### src/rtl/interval_timer.sv
// rtl/interval_timer.sv - retriggerable one-shot interval timer
// Emits a one-cycle done pulse INTERVAL_CYCLES edges after the last sampled start.
module interval_timer #(
  parameter int INTERVAL_CYCLES = 8,
  localparam int CNT_W = (INTERVAL_CYCLES > 1) ? $clog2(INTERVAL_CYCLES) : 1
) (
  input  logic             clk,
  input  logic             rst_n,
  input  logic             start,
  output logic             done,
  output logic             busy,
  output logic [CNT_W-1:0] remaining
);

  typedef enum logic {IDLE = 1'b0, RUN = 1'b1} state_e;

  localparam logic [CNT_W-1:0] RELOAD = CNT_W'(INTERVAL_CYCLES - 1);

  state_e           state_q, state_d;
  logic [CNT_W-1:0] cnt_q, cnt_d;
  logic             done_q, done_d;

  always_comb begin
    state_d = state_q;
    cnt_d   = cnt_q;
    done_d  = 1'b0;
    if (state_q == IDLE) begin
      if (start) begin
        cnt_d   = RELOAD;
        state_d = RUN;
      end
    end else if (cnt_q != '0) begin
      cnt_d = start ? RELOAD : cnt_q - CNT_W'(1);
    end else begin
      // Expiry edge: a coincident start chains straight into the next interval.
      done_d = 1'b1;
      if (start) begin
        cnt_d = RELOAD;
      end else begin
        state_d = IDLE;
      end
    end
  end

  always_ff @(posedge clk or negedge rst_n) begin
    if (!rst_n) begin
      state_q <= IDLE;
      cnt_q   <= '0;
      done_q  <= 1'b0;
    end else begin
      state_q <= state_d;
      cnt_q   <= cnt_d;
      done_q  <= done_d;
    end
  end

  assign done      = done_q;
  assign busy      = (state_q == RUN);
  assign remaining = cnt_q;

endmodule

### config.mk
export PLATFORM = sky130hd
export DESIGN_NAME = interval_timer
export DESIGN_NICKNAME = d
export VERILOG_FILES = /design/src/rtl/interval_timer.sv
export SDC_FILE = /design/constraint.sdc
export NUM_CORES = 1
export LEC_CHECK = 0
export CORE_AREA = 4 4 41 43
export CTS_BUF_LIST = sky130_fd_sc_hd__clkbuf_16
export CTS_CLUSTER_DIAMETER = 80
export DETAILED_ROUTE_END_ITERATION = 10
export DIE_AREA = 0 0 45 47
export HOLD_SLACK_MARGIN = 0.05
export PLACE_DENSITY = 0.38
export SYNTH_ARGS = -nofsm -noshare
export SYNTH_HDL_FRONTEND = slang
export SYNTH_SLANG_ARGS = --single-unit
### constraint.sdc
create_clock -name clk -period 1.5 [get_ports clk]
set_input_delay 0.45 -clock clk [delete_from_list [all_inputs] [get_ports clk]]
set_output_delay 0.45 -clock clk [all_outputs]
set_load 0.05 [all_outputs]
[Word level (Yosys, flattened, before mapping)]
Cells that the tools add are included.
Storage, ports and cells
  flip-flop bits (word level): 5
  bits in latches: 0
  memory bits (writable): 0
  memory bits (read-only): 0
  bits of input ports: 3
  output and inout port bits: 5
  word-level logic and storage cells: 14
  memories: 0
Cells by class
  add/subtract/negate cells: 1
  multiply operators: 0
  divide/modulo/power cells: 0
  order comparisons: 0
  eq/ne operators: 0
  shift operators: 0
  muxes and demuxes: 9
  bitwise logic cells: 0
  reductions and logical operators: 1
Operators by type and width (number)
  $mux W3: 4
  $mux W1: 5
  $reduce_bool A3 Y1: 1
  $sub A3 B1 Y3 const B: 1

[Depth between registers and ports, before layout]
  word-level depth: 4
  gate-level depth with buffers: 5
  depth with buffers taken out: 5

[Worst setup path after synthesis]
OpenSTA, ideal clock, no wires.
  kind: register to register
  start: register cnt_q[0] (netlist: remaining[0])
  end: register cnt_q[2] (netlist: remaining[2])
  setup time: 124 ps
  arrival time: 1365 ps
  data required time: 1376 ps
  slack: 11 ps
  stages on the path, launching flop included: 6
  path buffers: 0
  period minus slack after synthesis: 1489 ps
  path through: dfrtp_1 inv_1 ha_1 nand2_1 nor3_1 a211o_1
On the way
  cells in the longest elaborated chain, start to end: 4
  elaborated cells between the ends (all ways): 5
  those cells by class: add/sub: 1; mux: 3; reduce/logical: 1
RTL lines
  from (decl): line 20  | logic [CNT_W-1:0] cnt_q, cnt_d;
  from (signal assigned): line 52  | cnt_q <= cnt_d;
  $sub A3 B1 Y3: line 33  | cnt_d = start ? RELOAD : cnt_q - CNT_W'(1);
  $mux W3: line 33
  $mux W3 (*): line 32  | end else if (cnt_q != '0) begin
  $mux W3 (*): line 27  | if (state_q == IDLE) begin
  via cnt_d[2]: line 20
The timed path passes the listed nets; every way through them passes the cells marked *.

[Final worst setup path]
  start: register state_q (netlist: busy)
  end: output port busy
RTL lines
  from (decl): line 19  | state_e state_q, state_d;
  from (signal assigned): line 51  | state_q <= state_d;
  to (decl): line 11  | output logic busy,
No word-level cell between the ends.

==> metrics.yaml <==
pwr:
  p_comb_frac: 0.141
  netSwitchingFraction: 0.207
  clkPwrFrac: 0.630
  leakage_uw: 0.000236
  p_per_area_nw_per_um2: 1450
  p_int_uw: 535
  p_seq_frac: 0.228
  ir_worst_vdd_mv: 0.727
  power_switching_uw: 140
timing:
  setup_violations: 0
  finClkSkew_ns: 0.00142
  setup_ws_ns: 0.193
  hold_viol: 0
  fin_crit_sh: 0.871
  slew_headroom: 0.836
  setup_tns_ns: 0
  worst_pin_slew_ns: 0.246
  finalCriticalPeriod_ns: 1.31
  slew_viol_final: 0
  rsz0062_at_grt: "no"
  fmax_mhz: 765
  fin_hold_ws_ns: 0.457
synth:
  syn_nets: 28
  syn_avg_cell_area_um2: 10.7
  seq_area_frac_synth: 0.508
  synthTopCellsByCount: "5 x dfrtp_1, 3 x inv_1, 3 x nor2_1"
  synth_flop_cell: "dfrtp_1"
  synthArstFlopShare: 1.00
  ys_warn_count: 0
  syn_area_um2: 246
  synth-edff-count: 0
  synth.most_common_cell: "dfrtp_1"
  ys_seq_elements: 5
  synth_top_cell_by_area: "dfrtp_1"
  netlist_instances: 23
  synth_cell_types: 13
  ys_top_cells_by_area: "dfrtp_1 51%, ha_1 10%, nand2b_4 5.6%"
  synth_top_area_frac: 0.508
setup_path:
  path_buf_inv: 1
  worstSetupPathType: "reg -> out"
  worstSetupPathDepth: 1
  setup.worst_path.end_class: "output port"
  cp_data_required_time_ns: 1.05
  r2r_cells: 5
  start_kind: "register"
  path_cells: "buf_12"
  rr_endpoint: "remaining[1]"
  cp_max_fo: 6
  critPathMaxStageDelay_ns: 0.46
  crit_slowest_cell: "dfrtp_1"
  timing.rr.start: "remaining[0]"
  reg2reg_slack_ns: 0.28
  crit_end: "busy"
  cp_data_arrival_time_ns: 0.86
  setup.worst_path.start: "busy"
  path_delay_family: "flip-flops"
clock_network:
  cts_setup_buffers: 0
  clk_pin_slew_worst_paths_ns: 0.03
  htree_levels: 1
  cts_tree: "built"
  clock-root-buffer: "clkbuf_16"
  clockBufferDepth: 2
  clock_sinks: 5
  cts_resized: 0
  cts_buffers: 3
  cts_hold_buffers: 0
  worstSkewPairLatency_ns: 0.22
detailed_routing:
  ant_nets: 0
  drt_iter0_drc: 0
  wl_um: 475
  dr.pass1.iters: 1
  vias: 195
  drc: 0
  detail_route.wl_per_cell_um: 9.69
  viasPerCell: 3.98
job:
  maxCapViolCount: 0
grt:
  antenna_found_initial: 0
  grt_max_degree: 7
  grt_first_pass_wirelength_um: 738
  globalRoute.totalOverflow: 0
  grt_pass1_vias: 178
  track_usage: 0.0572
status:
  outcome: "complete, no violations"
die:
  die_h_um: 47
  die_x_um: 45
  core.rowCount: 13
  die_area_um2: 2120
  core_area_um2: 1300
  start_util: 0.189
  ios: 8
cells_and_area:
  synthToLayoutAreaGrowth_pct: 88.3
  antenna_cells: 0
  final_cell_area_um2: 464
  drive_gt1_frac: 0.294
  fin_util: 0.357
  fin_nets: 40
placed_design:
  gp_congestion: 0.756
  dpl-instance-area_um2: 385
  dpl_worst_slack_ns: 0.185
  portBuffers: 7
  dp_hpwl_um: 387
hold_path:
  hold_class: "in -> async"
==> cell families (layout without fill, tap and decap cells) <==
logic type                 after synthesis  in the layout  share of synthesized area
AOI/OAI and AO/OA                        3              3                      0.102
adders and majority gates                2              2                      0.102
buffers and inverters                    3             14                     0.0457
DFF                                      5              5                      0.508
muxes                                    1              1                     0.0406
and+or+nand+nor                          9              9                      0.203
==> power by group through the flow <==
stage          clock (uW)  combinational [uW]  sequential [uW]
2_1_floorplan           0                24.4              178
3_3_place_gp            0                95.9              156
3_5_place_dp            0                96.6              156
4_1_cts               434                96.9              154
5_1_grt               446                 100              156
6_report              425                95.4              154
==> how the worst min path moves through the flow <==
stage | startpoint | to
2_1_floorplan | rst_n | busy
3_3_place_gp | remaining[2] | remaining[2]
3_5_place_dp | remaining[1] | remaining[1]
4_1_cts | rst_n | done
5_1_grt | rst_n | remaining[0]
6_report | rst_n | busy
==> final cells by class <==
cell class,instances,area (um2)
Fill cell,128,837
Sequential cell,5,125
Timing Repair Buffer,7,120
Multi-Input combinational cell,15,110
Clock buffer,3,75.1
Tap cell,15,18.8
Inverter,3,11.3
Clock inverter,1,3.75
==> through the flow <==
step	power, uW	instances
after floorplan	202	23
after global placement	252	45
after detailed placement	252	45
after CTS	685	49
after global routing	702	49
final	675	49
==> cells in the final DEF (no fill, tap or decap), drive strengths merged <==
cell / n
a211o: 1
a21oi: 1
and3: 1
buf: 5
clkbuf: 3
clkdlybuf4s50: 2
dfrtp: 5
ha: 2
inv: 4
mux2i: 1
nand2: 2
nand2b: 2
nor2: 3
nor3: 1
o21bai: 1
==> state kept, by name, summed over array words and instances, names as in the netlist <==
signal / flops
remaining: 3
busy: 1
done: 1
==> per-layer routing <==
metal | global-route usage | routed length (um) | up-vias
met4 | 0.0351 | 0 | 0
li1 | - | - | 97
met3 | 0.0651 | 71 | 0
met5 | 0 | 0 | -
met2 | 0.0791 | 218 | 8
met1 | 0.0485 | 185 | 90
Note: power is estimated with default switching activity, not from simulation.
